[config.mk]
export PLATFORM = sky130hd
export DESIGN_NAME = iw_assembler_flat
export DESIGN_NICKNAME = d
export VERILOG_FILES = /design/src/rtl/iw_pkg.sv /design/src/rtl/iw_assembler_if.sv /design/src/rtl/iw_fifo.sv /design/src/rtl/iw_assembler.sv /design/src/flat_wrapper.sv
export SDC_FILE = /design/constraint.sdc
export NUM_CORES = 1
export LEC_CHECK = 0
export CORE_MARGIN = 2
export CORE_UTILIZATION = 54
export DETAILED_ROUTE_END_ITERATION = 7
export GPL_TIMING_DRIVEN = 0
export PLACE_DENSITY = 0.8
export SYNTH_ARGS = -nofsm -noshare
export SYNTH_HDL_FRONTEND = slang
export SYNTH_SLANG_ARGS = --single-unit
[constraint.sdc]
create_clock -name clock -period 6.7 [get_ports clock]
set_input_delay 1.34 -clock clock [delete_from_list [all_inputs] [get_ports clock]]
set_output_delay 1.34 -clock clock [all_outputs]
set_load 0.05 [all_outputs]
[src/rtl/iw_pkg.sv]
// Shared types and constants for the instruction-word assembler.
//   instruction_word_t : packed {a, b, opcode, address}, a in the MSBs.
//   asm_state_t        : beat-assembly state (ST_A -> ST_B -> ST_OP).
//   OPCODE_MAX         : highest opcode forwarded when IW_OPCODE_CHECK_EN is defined.
//   IW_W               : width of instruction_word_t (96).
package iw_pkg;

  typedef struct packed {
    int        a;
    int        b;
    byte       opcode;
    bit [23:0] address;
  } instruction_word_t;

  typedef enum logic [1:0] {
    ST_A,
    ST_B,
    ST_OP
  } asm_state_t;

  localparam logic [7:0]  OPCODE_MAX = 8'h3F;
  localparam int unsigned IW_W       = $bits(instruction_word_t);

endpackage

[src/rtl/iw_assembler_if.sv]
// Handshake bundle between the fetch bus, the assembler and the ALU IW input.
//   in_valid/in_ready/in_data/in_first : 32-bit beat stream into the assembler.
//   iw_valid/iw_ready/iw               : assembled instruction words out to the ALU.
// Modports:
//   master : environment side (drives beats, consumes words).
//   slave  : assembler side.
interface iw_assembler_if;
  import iw_pkg::*;

  logic              in_valid;
  logic              in_ready;
  logic [31:0]       in_data;
  logic              in_first;
  logic              iw_valid;
  logic              iw_ready;
  instruction_word_t iw;

  modport master (
    output in_valid, in_data, in_first, iw_ready,
    input  in_ready, iw_valid, iw
  );

  modport slave (
    input  in_valid, in_data, in_first, iw_ready,
    output in_ready, iw_valid, iw
  );

endinterface

[src/rtl/iw_fifo.sv]
// Synchronous FIFO of instruction_word_t entries.
// Ports:
//   clock, reset : rising-edge clock, synchronous active-high reset.
//   i_push/i_data: write an entry (ignored when full).
//   i_pop        : drop the head entry (ignored when empty).
//   o_data       : head entry; reads zero while the FIFO is empty.
//   o_count      : number of entries held (0..DEPTH).
//   o_full/o_empty: occupancy flags.
// Parameter DEPTH must be a power of two >= 2; pointers wrap naturally.
module iw_fifo
  import iw_pkg::*;
#(
  parameter int unsigned DEPTH = 2
) (
  input  logic                     clock,
  input  logic                     reset,
  input  logic                     i_push,
  input  instruction_word_t        i_data,
  input  logic                     i_pop,
  output instruction_word_t        o_data,
  output logic [$clog2(DEPTH):0]   o_count,
  output logic                     o_full,
  output logic                     o_empty
);

  localparam int unsigned PTR_W = $clog2(DEPTH);
  localparam int unsigned CW    = $clog2(DEPTH) + 1;

  instruction_word_t r_mem [DEPTH];
  logic [PTR_W-1:0]  r_wr_ptr;
  logic [PTR_W-1:0]  r_rd_ptr;
  logic [CW-1:0]     r_count;

  logic w_push;
  logic w_pop;

  assign o_full  = (r_count == CW'(DEPTH));
  assign o_empty = (r_count == '0);
  assign w_push  = i_push && !o_full;
  assign w_pop   = i_pop && !o_empty;

  always_ff @(posedge clock) begin
    if (reset) begin
      r_wr_ptr <= '0;
      r_rd_ptr <= '0;
      r_count  <= '0;
    end else begin
      if (w_push) r_wr_ptr <= r_wr_ptr + PTR_W'(1);
      if (w_pop)  r_rd_ptr <= r_rd_ptr + PTR_W'(1);
      case ({w_push, w_pop})
        2'b10:   r_count <= r_count + CW'(1);
        2'b01:   r_count <= r_count - CW'(1);
        default: r_count <= r_count;
      endcase
    end
  end

  // Storage needs no reset: the head is masked to zero while empty.
  always_ff @(posedge clock) begin
    if (w_push) r_mem[r_wr_ptr] <= i_data;
  end

  assign o_data  = o_empty ? '0 : r_mem[r_rd_ptr];
  assign o_count = r_count;

endmodule

[src/rtl/iw_assembler.sv]
// Assembles 3-beat groups from the fetch bus into instruction_word_t and
// queues them for the ALU.
//   beat0 -> a, beat1 -> b, beat2 -> {opcode[31:24], address[23:0]}
// Ports:
//   clock, reset   : rising-edge clock, synchronous active-high reset.
//   bus (slave)    : beat input (in_*) and word output (iw_*) handshakes.
//   fifo_count     : words currently queued.
//   resync_errs    : saturating count of partial instructions / stray beats discarded.
//   opcode_drops   : saturating count of words rejected by the opcode check.
// Build option IW_OPCODE_CHECK_EN: when defined, words whose opcode exceeds
// OPCODE_MAX are dropped instead of queued; otherwise opcode_drops reads 0.
module iw_assembler
  import iw_pkg::*;
#(
  parameter int unsigned DEPTH = 2,
  parameter int unsigned CNT_W = 8
) (
  input  logic                   clock,
  input  logic                   reset,
  iw_assembler_if.slave          bus,
  output logic [$clog2(DEPTH):0] fifo_count,
  output logic [CNT_W-1:0]       resync_errs,
  output logic [CNT_W-1:0]       opcode_drops
);

  asm_state_t        r_state;
  asm_state_t        w_state_nxt;
  logic [31:0]       r_a;
  logic [31:0]       r_b;
  logic [CNT_W-1:0]  r_resync_errs;

  logic              w_in_ready;
  logic              w_accept;
  logic              w_cap_a;
  logic              w_cap_b;
  logic              w_push;
  logic              w_err;
  logic              w_pop;
  logic              w_full;
  logic              w_empty;
  instruction_word_t w_word;
  instruction_word_t w_head;

`ifdef IW_OPCODE_CHECK_EN
  logic              w_drop;
  logic              w_opcode_ok;
  logic [CNT_W-1:0]  r_opcode_drops;

  assign w_opcode_ok = (bus.in_data[31:24] <= OPCODE_MAX);
`endif

  // The completed word is formed from the registered a/b and the live beat2.
  always_comb begin
    w_word         = '0;
    w_word.a       = r_a;
    w_word.b       = r_b;
    w_word.opcode  = bus.in_data[31:24];
    w_word.address = bus.in_data[23:0];
  end

  // Next-state and control. in_ready depends only on state and FIFO
  // occupancy, never on iw_ready.
  always_comb begin
    w_state_nxt = r_state;
    w_in_ready  = 1'b1;
    w_accept    = 1'b0;
    w_cap_a     = 1'b0;
    w_cap_b     = 1'b0;
    w_push      = 1'b0;
    w_err       = 1'b0;
`ifdef IW_OPCODE_CHECK_EN
    w_drop      = 1'b0;
`endif

    if (r_state == ST_OP) w_in_ready = !w_full;
    w_accept = bus.in_valid && w_in_ready;

    if (w_accept) begin
      case (r_state)
        ST_A: begin
          if (bus.in_first) begin
            w_cap_a     = 1'b1;
            w_state_nxt = ST_B;
          end else begin
            w_err = 1'b1;
          end
        end
        ST_B: begin
          if (bus.in_first) begin
            w_err   = 1'b1;
            w_cap_a = 1'b1;
          end else begin
            w_cap_b     = 1'b1;
            w_state_nxt = ST_OP;
          end
        end
        ST_OP: begin
          if (bus.in_first) begin
            w_err       = 1'b1;
            w_cap_a     = 1'b1;
            w_state_nxt = ST_B;
          end else begin
            w_state_nxt = ST_A;
`ifdef IW_OPCODE_CHECK_EN
            if (w_opcode_ok) w_push = 1'b1;
            else             w_drop = 1'b1;
`else
            w_push = 1'b1;
`endif
          end
        end
        default: w_state_nxt = ST_A;
      endcase
    end
  end

  always_ff @(posedge clock) begin
    if (reset) begin
      r_state       <= ST_A;
      r_a           <= '0;
      r_b           <= '0;
      r_resync_errs <= '0;
    end else begin
      r_state <= w_state_nxt;
      if (w_cap_a) r_a <= bus.in_data;
      if (w_cap_b) r_b <= bus.in_data;
      if (w_err && (r_resync_errs != '1))
        r_resync_errs <= r_resync_errs + CNT_W'(1);
    end
  end

`ifdef IW_OPCODE_CHECK_EN
  always_ff @(posedge clock) begin
    if (reset) begin
      r_opcode_drops <= '0;
    end else if (w_drop && (r_opcode_drops != '1)) begin
      r_opcode_drops <= r_opcode_drops + CNT_W'(1);
    end
  end

  assign opcode_drops = r_opcode_drops;
`else
  assign opcode_drops = '0;
`endif

  iw_fifo #(
    .DEPTH (DEPTH)
  ) u_fifo (
    .clock   (clock),
    .reset   (reset),
    .i_push  (w_push),
    .i_data  (w_word),
    .i_pop   (w_pop),
    .o_data  (w_head),
    .o_count (fifo_count),
    .o_full  (w_full),
    .o_empty (w_empty)
  );

  assign w_pop        = !w_empty && bus.iw_ready;
  assign bus.in_ready = w_in_ready;
  assign bus.iw_valid = !w_empty;
  assign bus.iw       = w_head;
  assign resync_errs  = r_resync_errs;

endmodule

[src/flat_wrapper.sv]
// flat-port wrapper written by rule: the top's interface ports become plain ports
module iw_assembler_flat import iw_pkg::*;
#(
  parameter int unsigned DEPTH = 2,
  parameter int unsigned CNT_W = 8
)
  (clock, reset, fifo_count, resync_errs, opcode_drops, bus_in_valid, bus_in_data, bus_in_first, bus_iw_ready, bus_in_ready, bus_iw_valid, bus_iw);
  iw_assembler_if bus_i ();
  input  logic clock;
  input  logic reset;
  output logic [$clog2(DEPTH):0] fifo_count;
  output logic [CNT_W-1:0] resync_errs;
  output logic [CNT_W-1:0] opcode_drops;
  input wire logic [$bits(bus_i.in_valid)-1:0] bus_in_valid;
  input wire logic [$bits(bus_i.in_data)-1:0] bus_in_data;
  input wire logic [$bits(bus_i.in_first)-1:0] bus_in_first;
  input wire logic [$bits(bus_i.iw_ready)-1:0] bus_iw_ready;
  output wire logic [$bits(bus_i.in_ready)-1:0] bus_in_ready;
  output wire logic [$bits(bus_i.iw_valid)-1:0] bus_iw_valid;
  output wire logic [$bits(bus_i.iw)-1:0] bus_iw;
  assign bus_i.in_valid = bus_in_valid;
  assign bus_i.in_data = bus_in_data;
  assign bus_i.in_first = bus_in_first;
  assign bus_i.iw_ready = bus_iw_ready;
  assign bus_in_ready = bus_i.in_ready;
  assign bus_iw_valid = bus_i.iw_valid;
  assign bus_iw = bus_i.iw;
  iw_assembler #(.DEPTH(DEPTH), .CNT_W(CNT_W)) u_core (.clock(clock), .reset(reset), .bus(bus_i), .fifo_count(fifo_count), .resync_errs(resync_errs), .opcode_drops(opcode_drops));
endmodule
### Word-level counts from Yosys, hierarchy flattened

Memory sizes are Yosys's and may differ from the RTL's. A register that Yosys moved wholly into a read port is not among the register bits.
Index checks and enable logic that the tools add are counted.

* add/subtract/negate cells: 5
* equal/unequal tests: 8
* multiplexer cells: 21
* reduce and logical (&&, ||, !) cells: 13

Operator list (count)
* two-way mux 96 bit: 1
* two-way mux 1 bit: 15
* adder 8 x 1 -> 8 bit (second input constant): 1
* inequality test 8 bit (second input constant): 1
* == test 2 bit (second input constant): 3
* one-hot mux 2 bit (3 select lines): 1
* logical AND 1 bit: 5
* == test 2 x 1 -> 1 bit (second input constant): 2
* zero test 2 bit: 2
* two-way mux 2 bit: 2
* inequality test 2 bit (second input constant): 2
* one-hot mux 2 bit (2 select lines): 1
* AND reduction 3 bit: 1
* OR reduction 3 bit: 1
* adder 1 bit (second input constant): 2
* adder 2 x 1 -> 2 bit (second input constant): 1
* zero test 1 bit: 2
* one-hot mux 1 bit (2 select lines): 1
* nonzero test 2 bit: 1
* OR reduction 2 bit: 1
* subtractor 2 x 1 -> 2 bit (second input constant): 1

* register bits after elaboration: 78
* RAM bits: 192
* input port bits: 37
* output and inout bits: 116
* word-level logic and storage cells: 55
* memories: 1

Memories
* u_core.u_fifo.r_mem: words 2, width 96, rd ports 1, clocked after Yosys merged registers in 1, write ports 1, RTL line iw_fifo.sv:29 `instruction_word_t r_mem [DEPTH];`

### Logic depth before layout (Yosys ltp)

* word-level depth: 8
* mapped depth: 8
* mapped depth without buffers: 7

### Cells and area by module

A second synthesis with hierarchy kept.

* cell total of the unflattened synthesis: 810
* area total of the unflattened synthesis: 10592.7 µm²

Modules (own cells, without submodules)
* iw_fifo: times used 1, cells each 432, area an instance 7424.6 µm², seq. area each 5865.6 µm²
* iw_assembler: times used 1, cells each 378, area an instance 3168.0 µm², seq. area each 1481.4 µm²

### Least setup slack after synthesis

Ideal clock, no wire load.

* path type: input to register
* start point: in bus_in_first
* end point: mem u_core.u_fifo.r_mem[0][0] in the netlist's numbering, enable pin
* setup time: 0.552 ns
* data arrival time: 5.723 ns
* required time: 6.148 ns
* setup slack: 0.425 ns
* cell stages on the path: 3
* path buffers: 0
* cells stage by stage: and2b_2 > nand3_1 > nor2_1

* longest elaborated chain between the ends: 6

Ends and longest elaborated chain
* from (decl): RTL line flat_wrapper.sv:16 `input wire logic [$bits(bus_i.in_first)-1:0] bus_in_first;`
* two-way mux 1 bit: RTL line iw_assembler.sv:98 `if (bus.in_first) begin`
* two-way mux 1 bit: RTL line iw_assembler.sv:79 `case (r_state)`
* two-way mux 1 bit: RTL line iw_assembler.sv:78 `if (w_accept) begin`
* logical AND 1 bit: RTL line iw_fifo.sv:39 `assign w_push = i_push && !o_full;`
* two-way mux 1 bit: RTL line iw_fifo.sv:60 `if (w_push) r_mem[r_wr_ptr] <= i_data;`
* two-way mux 1 bit (not written as such): RTL line iw_fifo.sv:60
* to (decl): RTL line iw_fifo.sv:29

Every way passes these cells.

### Worst setup path after layout

* start point: reg u_core.u_fifo.r_count[0], in the netlist u_core.u_fifo.o_count[0]
* end point: out bus_iw[77]

* longest elaborated chain between the ends: 2

Ends and longest elaborated chain
* from (decl): RTL line iw_fifo.sv:32 `logic [CW-1:0] r_count;`
* from (signal assigned): RTL line iw_fifo.sv:51 `2'b10: r_count <= r_count + CW'(1);`
* from (signal assigned): RTL line iw_fifo.sv:52 `2'b01: r_count <= r_count - CW'(1);`
* from (signal assigned): RTL line iw_fifo.sv:53 `default: r_count <= r_count;`
* zero test 2 bit: RTL line iw_fifo.sv:38 `assign o_empty = (r_count == '0);`
* two-way mux 96 bit: RTL line iw_fifo.sv:63 `assign o_data = o_empty ? '0 : r_mem[r_rd_ptr];`
* to (decl): RTL line flat_wrapper.sv:20 `output wire logic [$bits(bus_i.iw)-1:0] bus_iw;`

Every way passes these cells.

==> run_summary.xml <==
<?xml version="1.0" encoding="UTF-8"?>
<metrics>
  <group name="run_status">
    <metric name="outcome" unit="">completed</metric>
  </group>
  <group name="clocking">
    <metric name="htree_levels" unit="">1</metric>
    <metric name="ctsResizeCount" unit="">0</metric>
    <metric name="clock_pin_slew_worst_setup_and_hold_paths" unit="ns">0.06</metric>
    <metric name="tritoncts_buffers" unit="">27</metric>
    <metric name="clock_latency" unit="ns">0.53</metric>
    <metric name="tritoncts" unit="">built</metric>
    <metric name="post-cts-setup-buffer-count" unit="">0</metric>
    <metric name="postCtsHoldBufs" unit="">0</metric>
    <metric name="cts_max_path_buffers" unit="">3</metric>
    <metric name="numClockSinks" unit="">271</metric>
    <metric name="clockRootBuffer" unit="">clkbuf_16</metric>
  </group>
  <group name="sta">
    <metric name="fin_crit_sh" unit="%">70.6</metric>
    <metric name="final.hold.worst_slack" unit="ns">0.451</metric>
    <metric name="setup_violating_endpoint_count_in_the_final_report" unit="">0</metric>
    <metric name="rsz_0062_raised_after_global_routing" unit="">no</metric>
    <metric name="finalSetupTns" unit="ns">0</metric>
    <metric name="period_needed" unit="ns">4.73</metric>
    <metric name="slew_at_the_pin_closest_to_its_max_slew_limit" unit="ns">0.895</metric>
    <metric name="timing.clock.skew" unit="ns">0.0160</metric>
    <metric name="final_hold_violations" unit="">0</metric>
    <metric name="final.setup.worst_slack" unit="ns">1.97</metric>
    <metric name="fmax" unit="MHz">212</metric>
    <metric name="final_slew_violations" unit="">0</metric>
    <metric name="max-slew-margin-rel" unit="%">40.2</metric>
  </group>
  <group name="synthesis">
    <metric name="synth_cells" unit="">792</metric>
    <metric name="synth-seq-cells" unit="">271</metric>
    <metric name="synth_enable_flop_cells" unit="">192</metric>
    <metric name="post_synth_main_area_contributors" unit="">edfxtp_1 (56%), dfxtp_1 (15%), mux2i_1 (9.6%)</metric>
    <metric name="netlist-cell-type-count" unit="">37</metric>
    <metric name="mean_syn_cell_area" unit="µm²">13.0</metric>
    <metric name="synth_sequential_area_ratio" unit="%">71.5</metric>
    <metric name="yosys.area.top_type_share" unit="%">56.1</metric>
    <metric name="yosysWarnings" unit="">0</metric>
    <metric name="postSynth.asyncResetShare" unit="%">0</metric>
    <metric name="synth_area_leader_cell" unit="">edfxtp_1</metric>
    <metric name="yosys_most_used_dff" unit="">edfxtp_1</metric>
    <metric name="synth.cell_area" unit="mm²">0.0103</metric>
  </group>
  <group name="worst_setup_path">
    <metric name="cp_max_fo" unit="">10</metric>
    <metric name="worst-endpoint-required" unit="ns">5.36</metric>
    <metric name="critical_path.startpoint_type" unit="">flip-flop</metric>
    <metric name="worst_ep_arrival_time" unit="ns">3.39</metric>
    <metric name="r2r-start" unit="">u_core.r_state[0]$_SDFFE_PP0P_</metric>
    <metric name="rr_worst_depth" unit="">6</metric>
    <metric name="path_class" unit="">flip-flop to output port</metric>
    <metric name="ff2ff_setup_slack" unit="ns">4.19</metric>
    <metric name="reg2reg_to" unit="">u_core.u_fifo.r_mem[1][2]$_DFFE_PP_</metric>
    <metric name="worstSetupEndpointType" unit="">output port</metric>
  </group>
  <group name="routing">
    <metric name="dr_total_vias" unit="">6581</metric>
    <metric name="drt_drc_violations_left" unit="">0</metric>
    <metric name="drt_iter0_markers" unit="">456</metric>
    <metric name="drt-pass1-iter-count" unit="">5</metric>
    <metric name="drt-vias-per-instance" unit="">5.34</metric>
    <metric name="postRouteAntennaNets" unit="">0</metric>
    <metric name="detail_route.wirelength" unit="µm">22500</metric>
    <metric name="drt-wirelength-per-cell" unit="µm">18.3</metric>
  </group>
  <group name="floorplan">
    <metric name="dieArea" unit="mm²">0.0202</metric>
    <metric name="die_h" unit="µm">142</metric>
    <metric name="rows" unit="">50</metric>
    <metric name="initial_core_util" unit="%">54.9</metric>
    <metric name="fp.coreArea" unit="mm²">0.0187</metric>
    <metric name="die_width" unit="µm">142</metric>
    <metric name="design.portCount" unit="">153</metric>
  </group>
  <group name="min_path">
    <metric name="min_path_cells" unit="">0</metric>
    <metric name="worst_min_delay_path_class" unit="">flip-flop to flip-flop</metric>
    <metric name="whs_endpoint" unit="">u_core.u_fifo.r_mem[1][42]$_DFFE_PP_</metric>
    <metric name="min_from" unit="">u_core.r_b[10]$_SDFFE_PP0P_</metric>
  </group>
  <group name="global_route">
    <metric name="maximum_number_of_pins_on_one_net_before_global_route_repair" unit="">31</metric>
    <metric name="grt_first_pass_wirelength" unit="µm">34800</metric>
    <metric name="grt_antenna_before_repair" unit="">0</metric>
    <metric name="grt_pass1_vias" unit="">6568</metric>
    <metric name="grtUsageTotal" unit="%">22.5</metric>
    <metric name="globalRouteOverflowTotal" unit="">0</metric>
  </group>
  <group name="layout">
    <metric name="nFillCells" unit="">1297</metric>
    <metric name="layout_cell_share_with_drive_strength_beyond_1" unit="%">7.72</metric>
    <metric name="syn2layout_area_growth" unit="%">27.4</metric>
    <metric name="antenna-diode-count" unit="">0</metric>
    <metric name="final_common_cell" unit="">edfxtp_1</metric>
    <metric name="final_cell_mix" unit="">edfxtp_1 (192), clkdlybuf4s50_1 (143), nand2_1 (135)</metric>
    <metric name="finish.net_count" unit="">1021</metric>
  </group>
  <group name="power_and_ir_drop">
    <metric name="power_per_cell_area" unit="mW/mm²">270</metric>
    <metric name="power.static_leakage" unit="nW">4.33</metric>
    <metric name="report.power.total" unit="mW">3.53</metric>
    <metric name="vdd_drop_max" unit="V">0.000213</metric>
  </group>
  <group name="place">
    <metric name="placement.io_buffers" unit="">143</metric>
    <metric name="dpl_ws" unit="ns">2.52</metric>
    <metric name="place.detailed.hpwl" unit="µm">14800</metric>
    <metric name="globalplace.congestion" unit="">0.795</metric>
  </group>
  <group name="flow_run">
    <metric name="maxCapViolCount" unit="">0</metric>
  </group>
</metrics>
==> critical path, cell delays in order, from the launching register on <==
cell and delay [ns]:
dfxtp_1 0.36, nor2_1 0.55, clkbuf_1 0.51, buf_1 0.52
nor2_1 0.15, clkdlybuf4s50_1 0.77
==> Yosys cell counts, types with 2 or more instances <==
cell and instances:
ha_1 7, or3_1 5, and3_1 2, edfxtp_1 192, nor2_1 106, inv_1 8, buf_4 8, nand2_1 135
mux2i_1 99, nand3_1 6, o31ai_1 3, o21ai_0 3, or4_1 2, dfxtp_1 79, clkbuf_1 24, buf_1 4
a21oi_1 72, xnor2_1 3, buf_2 16
==> power breakdown <==
group | switching [mW] | internal [mW] | leakage, nW | total, mW
Sequential | 0.0137 | 1.81 | 2.49 | 1.82
Combinational | 0.122 | 0.0663 | 1.40 | 0.188
Clock | 0.592 | 0.929 | 0.448 | 1.52
Total | 0.728 | 2.80 | 4.33 | 3.53
==> per-layer routing <==
layer / track usage, % / share of wire [%] / vias to the layer above / wire length, µm
li1: - / - / 3148 / -
met1: 29.4 / 42 / 3169 / 9560
met2: 39.4 / 50 / 231 / 11300
met3: 3.26 / 5.6 / 33 / 1260
met4: 6.53 / 2.0 / 0 / 444
met5: 0 / 0 / - / 0
==> state kept, by name, summed over array words and instances, names as in the netlist, named ones only <==
signal	cells
u_core.r_a	32
u_core.r_b	32
u_core.r_state	2
u_core.resync_errs	8
u_core.u_fifo.o_count	2
u_core.u_fifo.r_mem	192
u_core.u_fifo.r_rd_ptr	1
u_core.u_fifo.r_wr_ptr	1
==> stage by stage <==
step / utilization, % / instance area [µm²] / cells
finish: 70.0 / 13100 / 1232
global route: 70.0 / 13100 / 1232
CTS: 70.0 / 13100 / 1232
detailed placement: 65.1 / 12200 / 1182
global placement: 64.3 / 12000 / 1176
floorplan: - / 10300 / 799
==> worst max path at each step <==
stage / from / end / slack [ns] / cells past startpoint
floorplan: bus_in_first / u_core.u_fifo.r_mem[0][0]$_DFFE_PP_ / 0.43 / 3
CTS: u_core.u_fifo.o_count[0]$_SDFFE_PP0P_ / bus_iw[77] / 1.90 / 5
finish: u_core.u_fifo.o_count[0]$_SDFFE_PP0P_ / bus_iw[77] / 1.97 / 5
global placement: bus_in_first / u_core.u_fifo.r_mem[0][27]$_DFFE_PP_ / -2.55 / 4
detailed placement: u_core.u_fifo.o_count[0]$_SDFFE_PP0P_ / bus_iw[83] / 2.52 / 5
global route: u_core.u_fifo.o_count[0]$_SDFFE_PP0P_ / bus_iw[77] / 1.78 / 5
==> logic make-up (layout without fill, tap and decap cells) <==
| group | count (synthesis) | count (layout) | share of synthesized area (%) |
|---|---|---|---|
| multiplexers | 100 | 100 | 9.79 |
| AO/OA/AOI/OAI | 82 | 82 | 4.21 |
| flip-flops | 271 | 271 | 71.5 |
| AND/OR/NAND/NOR | 266 | 266 | 10.5 |
| other | 1 | 8 | 0.0365 |
| adder cells (fa/ha/maj) | 7 | 7 | 0.852 |
| XOR/XNOR | 4 | 4 | 0.341 |
| buffers and inverters | 61 | 260 | 2.79 |
==> cell type report <==
type                    instances  area (µm²)  share of cell area, %
inverters                       8        30.0                  0.229
clock buffers                  37         743                   5.68
repair buffers                149        1570                   12.0
well taps                     234         293                   2.24
multi-input cells             467        2690                   20.5
plain buffers                  53         256                   1.96
clock inverters                13         169                   1.29
flip-flops and latches        271        7350                   56.1
(Power assumes the default switching activity.)
